<file path="src/rtl/pe_mac_int.sv">
// pe_mac_int: integer multiply-accumulate processing element for a systolic
// matrix multiplier. Operands are forwarded right/down one cycle later so the
// PE tiles into a grid. Products travel through a MUL_LAT-deep pipeline with
// valid/first/last tags. They are summed into a framed dot product with
// optional saturation and a sticky overflow flag.
//
// Handshake: there is no backpressure. A beat is accepted on every rising edge
// where in_valid=1. in_first and in_last only mean something when in_valid=1.
// res_valid is a one-cycle strobe. pe_result and res_ovf hold their value
// until the next strobe.
module pe_mac_int #(
    parameter int DATA_W   = 8,
    parameter int ACC_W    = 32,
    parameter int MUL_LAT  = 2,
    parameter int SIGNED   = 1,
    parameter int SATURATE = 1
) (
    input  logic              clk,
    input  logic              rst,
    input  logic              in_valid,
    input  logic              in_first,
    input  logic              in_last,
    input  logic [DATA_W-1:0] a_in,
    input  logic [DATA_W-1:0] b_in,
    output logic [DATA_W-1:0] a_out,
    output logic [DATA_W-1:0] b_out,
    output logic              fwd_valid,
    output logic              fwd_first,
    output logic              fwd_last,
    output logic              res_valid,
    output logic [ACC_W-1:0]  pe_result,
    output logic              res_ovf,
    output logic              busy,
    output logic              dbg_state
);

    localparam int PROD_W = 2 * DATA_W;
    localparam int SUM_W  = ACC_W + 1;

    generate
        if (!(DATA_W == 8 || DATA_W == 16 || DATA_W == 32)) begin : g_bad_data_w
            $error("pe_mac_int: DATA_W must be 8, 16 or 32");
        end
        if (ACC_W < 2 * DATA_W) begin : g_bad_acc_w
            $error("pe_mac_int: ACC_W must be >= 2*DATA_W");
        end
        if (MUL_LAT < 1) begin : g_bad_mul_lat
            $error("pe_mac_int: MUL_LAT must be >= 1");
        end
    endgenerate

    typedef enum logic {
        S_IDLE = 1'b0,
        S_ACC  = 1'b1
    } state_t;

    // ---------------- forwarding registers ----------------
    logic [DATA_W-1:0] a_out_q, b_out_q;
    logic              fwd_valid_q, fwd_first_q, fwd_last_q;

    // Forward operands and sidebands to the neighbours, unconditionally.
    always_ff @(posedge clk) begin
        if (!rst) begin
            a_out_q     <= '0;
            b_out_q     <= '0;
            fwd_valid_q <= 1'b0;
            fwd_first_q <= 1'b0;
            fwd_last_q  <= 1'b0;
        end else begin
            a_out_q     <= a_in;
            b_out_q     <= b_in;
            fwd_valid_q <= in_valid;
            fwd_first_q <= in_first;
            fwd_last_q  <= in_last;
        end
    end

    assign a_out     = a_out_q;
    assign b_out     = b_out_q;
    assign fwd_valid = fwd_valid_q;
    assign fwd_first = fwd_first_q;
    assign fwd_last  = fwd_last_q;

    // ---------------- multiplier pipeline ----------------
    logic [PROD_W-1:0] a_ext, b_ext, prod_d;

    // Extend the operands to the product width first. The low PROD_W bits of
    // the unsigned multiply are then correct for both signed and unsigned.
    always_comb begin
        a_ext  = {{DATA_W{(SIGNED != 0) && a_in[DATA_W-1]}}, a_in};
        b_ext  = {{DATA_W{(SIGNED != 0) && b_in[DATA_W-1]}}, b_in};
        prod_d = a_ext * b_ext;
    end

    logic [PROD_W-1:0]  mul_prod_q [MUL_LAT];
    logic [MUL_LAT-1:0] mul_vld_q, mul_first_q, mul_last_q;

    // Shift the product and its tags one stage per edge. Stage 0 captures the
    // new beat.
    always_ff @(posedge clk) begin
        if (!rst) begin
            for (int i = 0; i < MUL_LAT; i++) begin
                mul_prod_q[i] <= '0;
            end
            mul_vld_q   <= '0;
            mul_first_q <= '0;
            mul_last_q  <= '0;
        end else begin
            mul_prod_q[0]  <= prod_d;
            mul_vld_q[0]   <= in_valid;
            mul_first_q[0] <= in_valid & in_first;
            mul_last_q[0]  <= in_valid & in_last;
            for (int i = 1; i < MUL_LAT; i++) begin
                mul_prod_q[i]  <= mul_prod_q[i-1];
                mul_vld_q[i]   <= mul_vld_q[i-1];
                mul_first_q[i] <= mul_first_q[i-1];
                mul_last_q[i]  <= mul_last_q[i-1];
            end
        end
    end

    logic              acc_vld, acc_first, acc_last;
    logic [PROD_W-1:0] acc_prod;

    assign acc_vld   = mul_vld_q[MUL_LAT-1];
    assign acc_first = mul_first_q[MUL_LAT-1];
    assign acc_last  = mul_last_q[MUL_LAT-1];
    assign acc_prod  = mul_prod_q[MUL_LAT-1];

    // ---------------- frame FSM ----------------
    state_t state_q, state_d;
    logic   start_new;

    // Hold the frame state.
    always_ff @(posedge clk) begin
        if (!rst) begin
            state_q <= S_IDLE;
        end else begin
            state_q <= state_d;
        end
    end

    // A valid product closes the frame on last and opens or continues it otherwise.
    always_comb begin
        state_d = state_q;
        if (acc_vld) begin
            state_d = acc_last ? S_IDLE : S_ACC;
        end
    end

    // Status outputs. A beat with first set, or any beat arriving in IDLE, starts a fresh sum.
    always_comb begin
        start_new = acc_first || (state_q == S_IDLE);
        busy      = (|mul_vld_q) || (state_q == S_ACC);
        dbg_state = state_q;
    end

    // ---------------- accumulate stage ----------------
    logic [ACC_W-1:0] acc_q, acc_d;
    logic             ovf_q, ovf_d;
    logic [ACC_W-1:0] res_q, res_d;
    logic             res_ovf_q, res_ovf_d;
    logic             res_valid_q, res_valid_d;

    logic [SUM_W-1:0] prod_ext, base_ext, sum_w;
    logic [ACC_W-1:0] clamp_val, acc_next;
    logic             beat_ovf, ovf_total;

    // Add in one guard bit. Detect an out-of-range sum, then clamp or wrap it.
    always_comb begin
        prod_ext = {{(SUM_W - PROD_W){(SIGNED != 0) && acc_prod[PROD_W-1]}}, acc_prod};
        base_ext = start_new ? '0 : {(SIGNED != 0) && acc_q[ACC_W-1], acc_q};
        sum_w    = base_ext + prod_ext;

        if (SIGNED != 0) begin
            beat_ovf  = sum_w[ACC_W] ^ sum_w[ACC_W-1];
            clamp_val = sum_w[ACC_W] ? {1'b1, {(ACC_W-1){1'b0}}}
                                     : {1'b0, {(ACC_W-1){1'b1}}};
        end else begin
            beat_ovf  = sum_w[ACC_W];
            clamp_val = '1;
        end

        acc_next  = (beat_ovf && (SATURATE != 0)) ? clamp_val : sum_w[ACC_W-1:0];
        ovf_total = (start_new ? 1'b0 : ovf_q) | beat_ovf;

        acc_d       = acc_q;
        ovf_d       = ovf_q;
        res_d       = res_q;
        res_ovf_d   = res_ovf_q;
        res_valid_d = 1'b0;
        if (acc_vld) begin
            if (acc_last) begin
                res_d       = acc_next;
                res_ovf_d   = ovf_total;
                res_valid_d = 1'b1;
                acc_d       = '0;
                ovf_d       = 1'b0;
            end else begin
                acc_d = acc_next;
                ovf_d = ovf_total;
            end
        end
    end

    // Register the accumulator, the sticky flag and the published result.
    always_ff @(posedge clk) begin
        if (!rst) begin
            acc_q       <= '0;
            ovf_q       <= 1'b0;
            res_q       <= '0;
            res_ovf_q   <= 1'b0;
            res_valid_q <= 1'b0;
        end else begin
            acc_q       <= acc_d;
            ovf_q       <= ovf_d;
            res_q       <= res_d;
            res_ovf_q   <= res_ovf_d;
            res_valid_q <= res_valid_d;
        end
    end

    assign pe_result = res_q;
    assign res_ovf   = res_ovf_q;
    assign res_valid = res_valid_q;

endmodule
</file>
<file path="config.mk">
export PLATFORM = sky130hd
export DESIGN_NAME = pe_mac_int
export DESIGN_NICKNAME = d
export VERILOG_FILES = /design/src/rtl/pe_mac_int.sv
export SDC_FILE = /design/constraint.sdc
export NUM_CORES = 1
export LEC_CHECK = 0
export BUFFER_PORTS_ARGS = -buffer_cell sky130_fd_sc_hd__buf_4
export CORE_AREA = 3 3 107 150
export CTS_CLUSTER_SIZE = 16
export DETAILED_ROUTE_END_ITERATION = 8
export DIE_AREA = 0 0 110 153
export GPL_TIMING_DRIVEN = 0
export PLACE_DENSITY = 0.74
export SLEW_MARGIN = 10
export SYNTH_ARGS = -nofsm -noshare
export SYNTH_HDL_FRONTEND = slang
export SYNTH_SLANG_ARGS = --single-unit
</file>
<file path="constraint.sdc">
create_clock -name clk -period 9.7 [get_ports clk]
set_clock_uncertainty 0.2 [all_clocks]
set_input_delay 0.97 -clock clk [delete_from_list [all_inputs] [get_ports clk]]
set_output_delay 0.97 -clock clk [all_outputs]
set_load 0.05 [all_outputs]
</file>
== Word level (Yosys, flattened, before mapping) ==
Memory sizes are Yosys's and may differ from the RTL's.
Index checks and enable logic that the tools add are counted.

* Multiply operators: 1
* Reductions and logical operators: 5
* Muxes and demuxes: 12
* Bitwise logic cells: 7
* $add $sub $neg: 1

{| class="wikitable"
|+ Operators by type and width
! operator !! number
|-
| two-way mux 32 bit || 3
|-
| adder 33 bit || 1
|-
| two-way mux 33 bit || 1
|-
| two-way mux 16 bit || 2
|-
| multiplier 8 x 8 -> 16 bit || 1
|-
| two-way mux 1 bit || 6
|-
| AND reduction 2 bit || 2
|-
| bitwise OR 1 bit || 3
|-
| AND 1 bit || 2
|-
| logical OR 1 bit || 2
|-
| OR reduction 2 bit || 1
|-
| NOT 1 bit || 1
|-
| bitwise XOR 1 bit || 1
|}

* Input port bits: 21
* Bits in registers: 93
* Memories kept: 1
* Word-level logic and storage cells: 41
* Memory bits (writable): 32

{| class="wikitable"
|+ Memories
! name !! words !! width !! read ports !! clocked after memory_dff !! write ports !! line !! RTL
|-
| mul_prod_q || 2 || 16 || 2 || 0 || 2 || 95 || <nowiki>logic [PROD_W-1:0] mul_prod_q [MUL_LAT];</nowiki>
|}

== Logic depth before layout (Yosys ltp) ==
Gate-level depths: netlist (run 1).

* Word-level depth: 7
* Gate-level depth with buffers: 19
* Gate-level depth less buffers: 19

== Least setup slack after synthesis (run 1) ==
Ideal clock, no wire load.

* Path type: input port to flip-flop
* Start point: input port b_in[4]
* End point: memory mul_prod_q[0][15] (netlist name)
* Path slack: 4.501 ns
* Data required time: 9.372 ns
* Data arrival time: 4.871 ns
* Stages on the path: 18
* Cells stage by stage: and2_1 fa_1 inv_1 fa_1 inv_1 fa_1 inv_1 fa_1 inv_1 ha_1 inv_1 o21ai_0 a2111oi_0 nor3_1 a31oi_1 o21ai_0 xnor2_1 nor2_1

{| class="wikitable"
|+ RTL lines
! item !! line !! RTL
|-
| start: declaration || 24 || <nowiki>input logic [DATA_W-1:0] b_in,</nowiki>
|-
| end: declaration || 95 ||
|}

==> results of run 1 <==
how the worst min path moves through the flow:
stage | start | end | slack [ns] | depth (start not counted)
floorplan | mul_first_q[0] | mul_first_q[1] | 0.21 | 1
global placement | mul_prod_q[0][9] | mul_prod_q[0][25] | 0.21 | 1
detailed placement | mul_last_q[0] | mul_last_q[1] | 0.22 | 1
CTS | mul_prod_q[0][13] | mul_prod_q[0][29] | 0.23 | 1
global route | mul_prod_q[0][7] | mul_prod_q[0][23] | 0.24 | 1
finish | mul_last_q[0] | mul_last_q[1] | 0.23 | 1
power by group through the flow:
stage	clock (mW)	sequential, mW	combinational (mW)
after floorplan	0	0.595	0.518
after global placement	0	0.583	0.648
after detailed placement	0	0.584	0.667
after CTS	0.679	0.574	0.675
after global routing	0.701	0.578	0.764
final	0.674	0.574	0.664
flip-flops by register name, summed over array words and instances (netlist names), 2 cells and up:
signal / cells
mul_prod_q: 32
pe_result: 32
mul_first_q: 2
b_out: 8
mul_vld_q: 2
a_out: 8
acc_q: 32
mul_last_q: 2
kinds of logic (layout without fill, tap and decap cells):
kind of cell | after synthesis | in the layout | share of synthesized area (%)
compound gates | 193 | 193 | 17.07
xor+xnor | 45 | 45 | 4.854
fa+ha+maj | 117 | 117 | 23.20
buf+inv | 127 | 234 | 6.086
flops | 124 | 124 | 30.57
mux | 4 | 4 | 0.7241
simple gates | 268 | 268 | 17.49
metal layers:
layer / share of wire, % / up-vias
met5: 0 / -
met4: 2.2 / 0
met1: 39 / 3152
met3: 3.4 / 34
li1: - / 3160
met2: 56 / 136
layout by cell type, fill, tap and decap left out, drive strengths merged, types with 2 or more instances in the layout:
cell,Yosys,layout
dfxtp,124,124
and2,120,120
inv,98,104
buf,8,83
nand2,70,70
ha,61,61
fa,56,56
a21oi,45,45
clkbuf,21,40
o211ai,35,35
nor2,34,34
a221o,33,33
xnor2,32,32
o21ai,25,25
a21o,20,20
xor2,13,13
nor2b,10,10
and3,9,9
a31oi,8,8
nor3,7,7
nand3,7,7
o21a,6,6
a211oi,4,4
nand2b,3,3
or3,3,3
o21bai,3,3
o31ai,3,3
bufinv,0,3
clkinvlp,0,3
mux2,2,2
or2,2,2
nand4,2,2
a2111oi,2,2
a22oi,2,2
mux2i,2,2
final cells by class:
class / count / area share [%]
Buffer: 29 / 1.323
Clock buffer: 19 / 4.741
Clock inverter: 13 / 1.847
Inverter: 98 / 3.851
Multi-Input combinational cell: 627 / 53.84
Sequential cell: 124 / 25.99
Tap cell: 192 / 2.515
Timing Repair Buffer: 75 / 5.894
==> impl_results.md, run 1 <==
- FF+latch area: about 2500 sq um
- CP endpoint: mul_prod_q[0][15]
- Via/cell ratio: ~5.5
- Layout cells sized above 1: between 10% and 20%
- Clk buf depth: 2
- RePlAce Congestion: around 0.92
- Fin. max-slew vios: 0
- Initial antenna violation count: 0
- Fin Setup TNS: 0 ns
- DRC violation count after routing: 0
- Min Tclk post-route: between 5 and 6 ns
- Synth warnings: 0
- Post-route clock period utilization: 54.45%
- Clock share of power: around a third
- Detailed-placement wirelength estimate: roughly 15000 um
- First-pass GRT wire length: approximately 31000 um
- Post-Layout Cell Count: between 1000 and 1500
- Area occupied by multi-input gates: roughly 5100 sq um
- RSZ-0062 raised after global routing: false
- Clock sink total: 124
- CP Capture Type: flop
- Post-CTS setup buffers: 0
- Worst path depth: 19
- Placed inst area: around 8900 sq um
- Reg2reg path depth: 15
- Dpl cells: between 1000 and 1500
- Number of max-cap violations: 0
- Count of different cell masters after synthesis: 53
- PwrDens: ~200 nW/um^2
- Met1 Resource Use GR: 26.49%
- Reg clk slew, reported paths: about 0.06 ns
- Post-route ant nets: 0
- H-tree levels: 4
- Post-route cell area: around 9600 sq um
- Gate power share: a little over a third
- Sw power: approximately 0.65 mW
- Core area: 14920 sq um
- Power Internal: between 1 and 1.5 mW
- Hold_ws: 0.2295 ns
- Fillers: ~1300
- Pre-CTS setup slack: 3.949 ns
- Final hold violations: 0
- CTS tree: built
- Area Overhead vs Synth: 17.64%
- Die H: ~150 um
- Async SR Flop Fraction: 0%
- Reg2Reg Capture Point: acc_q[10]
- Most frequent cell on the critical path: inv_1
- GR Util met3: approximately 4.4%
- Part of the Yosys area used for sequential elements: between 30% and 40%
- Routed WL: about 19000 um
- Wirelength per Cell: about 16 um
- Crit path max fanout: 9
- Synth Instances: approximately 880
- Slowest library cell on the worst path: fa_1
- Worst IR drop on VDD: approximately 110 uV
- CP Launch Type: primary input
- Synth top area share: a little under a third
- Static Leak: approximately 4.5 nW
- Most frequent cell after synthesis: dfxtp_1
- CP Class: in2reg
- Post-synth top area cell: dfxtp_1
- Main area contributors after synthesis: dfxtp_1, fa_1, ha_1
- Vias in the first global route: roughly 6700
- Slew HR: 47.41%
- Tightest Hold Check Type: reg2reg
- PortBufs: 75
- Netlist Area Pre-Place: 8120 sq um
- Die area: between 15000 and 20000 sq um
- Via Count: roughly 6500
- Status: finished, final reports clean
- Total CTS buffers: 17
- #FFs+latches synth: roughly 120
- Nets: between 1000 and 1500
- Reg2reg start: dbg_state
- Max Fclk: roughly 190 MHz
- Initial DRC count: 355
- Post_cts resized: 0
- GR Layer Usage met2: a little over two fifths
- Crit path max-delay family: adder cells
- 1st-pass router iterations: 5
- Post-synthesis net count: 1016
- Syn_area_per_cell: 9.249 sq um
- Number of core rows: between 50 and 60
- Antenna diodes: 0
- WP buf/inv: 6
- Hold-fix buffers, CTS: 0
- DIE WIDTH: 110 um
- Total track usage: a little under a quarter
- Top FF cell, synth: dfxtp_1
- Congestion Overflow GR: 0
- Final WS setup: ~4.4 ns
- Worst-path cell chain: buf_4 -> and2_1 -> fa_1 -> inv_1 -> fa_1 -> inv_1 -> fa_1 -> inv_1 -> fa_1 -> inv_1 -> ha_1 -> inv_1 -> o21ai_0 -> a2111oi_0 -> nor3_1 -> a31oi_1 -> o21ai_0 -> xnor2_1 -> nor2_1
- Commonest cells in the netlist: dfxtp_1, and2_1, inv_1
- Global-route layer with the greatest usage: met2
- Clock Latency Late Sink: roughly 0.42 ns
- Post-route core utilization: between 60% and 70%
- Number of flops mapped to enable cells by yosys: 0
- Largest stage delay, worst path: 0.54 ns
- Reg2Reg Setup Slack: between 4 and 5 ns
- Sw frac: 33.84%
- CP arrival: between 5 and 6 ns
- Pwr Total: around 1.9 mW
- Largest net degree at the start of global routing: 18
- Flop pwr share: a little under a third
- Starting Density: between 50% and 60%
- Final setup viols: 0
- Root buf cell: clkbuf_16
- Num ports: between 70 and 80
- Critical path launch point: b_in[4]
- Slew @ Worst Pin: slightly below 0.8 ns
- CP required: between 9 and 10 ns
No activity file was read; power rests on OpenSTA's default activity.
==> inputs of run 2 (changes only) <==
--- a/config.mk
+++ b/config.mk
@@ -11,7 +11,7 @@
 export DETAILED_ROUTE_END_ITERATION = 8
 export DIE_AREA = 0 0 110 153
 export GPL_TIMING_DRIVEN = 0
-export PLACE_DENSITY = 0.74
+export PLACE_DENSITY = 0.77
 export SLEW_MARGIN = 10
 export SYNTH_ARGS = -nofsm -noshare
 export SYNTH_HDL_FRONTEND = slang
==> constraint.sdc (replaced) <==
create_clock -name clk -period 4.4 [get_ports clk]
set_clock_uncertainty 0.2 [all_clocks]
set_input_delay 0.44 -clock clk [delete_from_list [all_inputs] [get_ports clk]]
set_output_delay 0.44 -clock clk [all_outputs]
set_load 0.05 [all_outputs]
==> run 2 against run 1 <==
  * Design area increased by 1.4%
  * Count of clock-buffer cells in the layout fell by 1
  * Power increased by 120%
  * Sequential power rose by 120%
  * Final cell count rose by 0.59%
  * Die area is the same
  * Setup slack got worse by 4.3 ns
  * Clock power up 97%
  * Global-route usage is 0.40 points higher
  * Non-clock buffer count grew 8
  * Register-to-register slack got worse by 4.7 ns
  * Highest routed layer unchanged
==> impl_results.md, run 2 (synthesized netlist as in run 1, its figures left out) <==
- Largest net degree at the start of global routing: 18 (unchanged)
- Min Tclk post-route: about 4.3 ns
- Commonest non-fill, non-tap cell in the layout: dfxtp_1
- Core area: 14920 sq um (unchanged)
- Detailed-placement wirelength estimate: 14480 um (-0.29%)
- Largest stage delay, worst path: 0.55 ns (about the same)
- Power Internal: 2.744 mW (+120%)
- Max Fclk: between 200 and 250 MHz
- Nets: 1118 (+0.72%)
- Via/cell ratio: 5.529 (+0.39%)
- Worst-path cell chain: buf_4 -> and2_4 -> fa_1 -> inv_1 -> fa_1 -> inv_1 -> fa_1 -> inv_2 -> fa_1 -> inv_1 -> ha_4 -> inv_2 -> o21ai_4 -> a2111oi_4 -> nor3_2 -> a31oi_2 -> o21ai_1 -> xnor2_1 -> nor2_1
- CP required: 4.49 ns (-5.29 ns)
- Static Leak: 4.490 nW (+0.78%)
- Vias in the first global route: 6756 (+0.72%)
- Layout cells sized above 1: 16.43% (+2.8 points)
- Sw power: 1.497 mW (+130%)
- Status: finished, final reports clean
- Root buf cell: clkbuf_16
- Commonest cells after routing, fill and taps aside: dfxtp_1, and2_1, inv_1
- Reg clk slew, reported paths: 0.06 ns (about the same)
- Starting Density: 54.42% (unchanged)
- Dpl cells: 1145 (unchanged)
- Post-route ant nets: 0 (unchanged)
- Worst IR drop on VDD: 215.8 uV (+95%)
- CTS tree: built
- Num ports: 76 (unchanged)
- Fin. max-slew vios: 0 (unchanged)
- Die H: 153 um (unchanged)
- CP Launch Type: primary input
- Area Overhead vs Synth: 19.25%
- 1st-pass router iterations: 5 (unchanged)
- RSZ-0062 raised after global routing: true
- Gate power share: 38.9% (+4.2 points)
- Clock share of power: 31.3% (-4.0 points)
- Number of max-cap violations: 0 (unchanged)
- Total track usage: 23.87% (+0.40 points)
- Clk buf depth: 2 (unchanged)
- CP Class: in2reg
- Total CTS buffers: 17 (unchanged)
- CP Capture Type: flop
- Initial DRC count: 289 (-19%)
- Reg2Reg Setup Slack: 0.14 ns (-4.67 ns)
- RePlAce Congestion: 0.9223 (unchanged)
- Final setup viols: 0 (unchanged)
- DIE WIDTH: 110 um (unchanged)
- Number of core rows: 53 (unchanged)
- Most frequent cell on the critical path: fa_1
- PortBufs: 75 (unchanged)
- Routed WL: 18940 um (+1.3%)
- Wirelength per Cell: 16.00 um (+0.66%)
- Clock sink total: 124 (unchanged)
- First-pass GRT wire length: 31650 um (+1.6%)
- Placed inst area: 8941 sq um (+0.20%)
- Congestion Overflow GR: 0 (unchanged)
- Slowest library cell on the worst path: fa_1
- Tightest Hold Check Type: in2reg
- Post-Layout Cell Count: 1184 (+0.59%)
- Slew HR: 44.88% (-2.5 points)
- Post-route cell area: 9683 sq um (+1.4%)
- PwrDens: 438.0 nW/um^2 (+120%)
- Final hold violations: 0 (unchanged)
- Post-route clock period utilization: approximately 97%
- Die area: 16830 sq um (unchanged)
- H-tree levels: 4 (unchanged)
- DRC violation count after routing: 0 (unchanged)
- Slew @ Worst Pin: 0.8256 ns (+0.03781 ns)
- Initial antenna violation count: 0 (unchanged)
- Antenna diodes: 0 (unchanged)
- Clock Latency Late Sink: 0.42 ns (about the same)
- Via Count: 6546 (+0.99%)
- Flop pwr share: 29.8% (-0.2 points)
- Crit path max fanout: 9 (unchanged)
- Sw frac: 35.30% (+1.5 points)
- CP arrival: 4.35 ns (-1.01 ns)
==> run 2: per-layer routing <==
| layer | GRT usage [%] | share of wire [%] |
|---|---|---|
| met5 | 0 | 0 |
| met4 | 10.87 | 3.5 |
| met3 | 4.563 | 3.4 |
| met2 | 42.94 | 54 |
| met1 | 26.41 | 39 |
==> run 2: cell type report <==
| class | count | area, sq um |
|---|---|---|
| Sequential cell | 124 | 2482 |
| Fill cell | 1222 | 5238 |
| Clock inverter | 13 | 116.4 |
| Tap cell | 192 | 240.2 |
| Multi-Input combinational cell | 627 | 5284 |
| Inverter | 98 | 367.9 |
| Clock buffer | 18 | 439.2 |
| Timing Repair Buffer | 83 | 623.1 |
| Buffer | 29 | 130.1 |
==> run 2: final timing paths <==
kind,from,to,depth (start not counted)
setup / recovery,a_in[6],mul_prod_q[0][15],19
hold / removal,in_first,fwd_first,2
hold reg to reg,mul_prod_q[0][11],mul_prod_q[0][27],1
setup reg to reg,dbg_state,pe_result[30],14
==> run 2: worst max-delay path, delay by kind of cell <==
family,cells,cell delay (ns)
buf+inv,6,0.41
fa+ha+maj,5,2.32
simple gates,3,0.48
compound gates,4,0.56
xor+xnor,1,0.13
==> run 2: metrics by stage <==
stage	power, mW	setup WS (ns)	hold slack [ns]	setup TNS [ns]	util (%)
after floorplan	2.478	0.003682	0.2119	0	-
after CTS	4.133	0.01269	0.01495	0	63.86
after global placement	2.735	-0.4689	0.2143	-10.69	59.92
after detailed placement	2.777	-0.5055	0.2186	-10.62	59.92
final	4.241	0.1371	0.02569	0	64.90
after global routing	4.555	-0.02887	0.03091	-0.2063	64.90
==> run 2: timing repair <==
action,4_1_cts,5_1_grt
hold buffers,0,0
pin swaps,1,16
setup buffers,1,7
gates cloned,0,0
resized for setup,6,25
endpoints found under the setup margin,57,61
==> run 2: power groups by stage <==
stage,Combinational (mW),Clock (mW),Sequential (mW)
3_5_place_dp,1.49,0,1.29
3_3_place_gp,1.45,0,1.28
2_1_floorplan,1.17,0,1.31
5_1_grt,1.89,1.39,1.28
6_report,1.65,1.33,1.27
4_1_cts,1.53,1.34,1.26
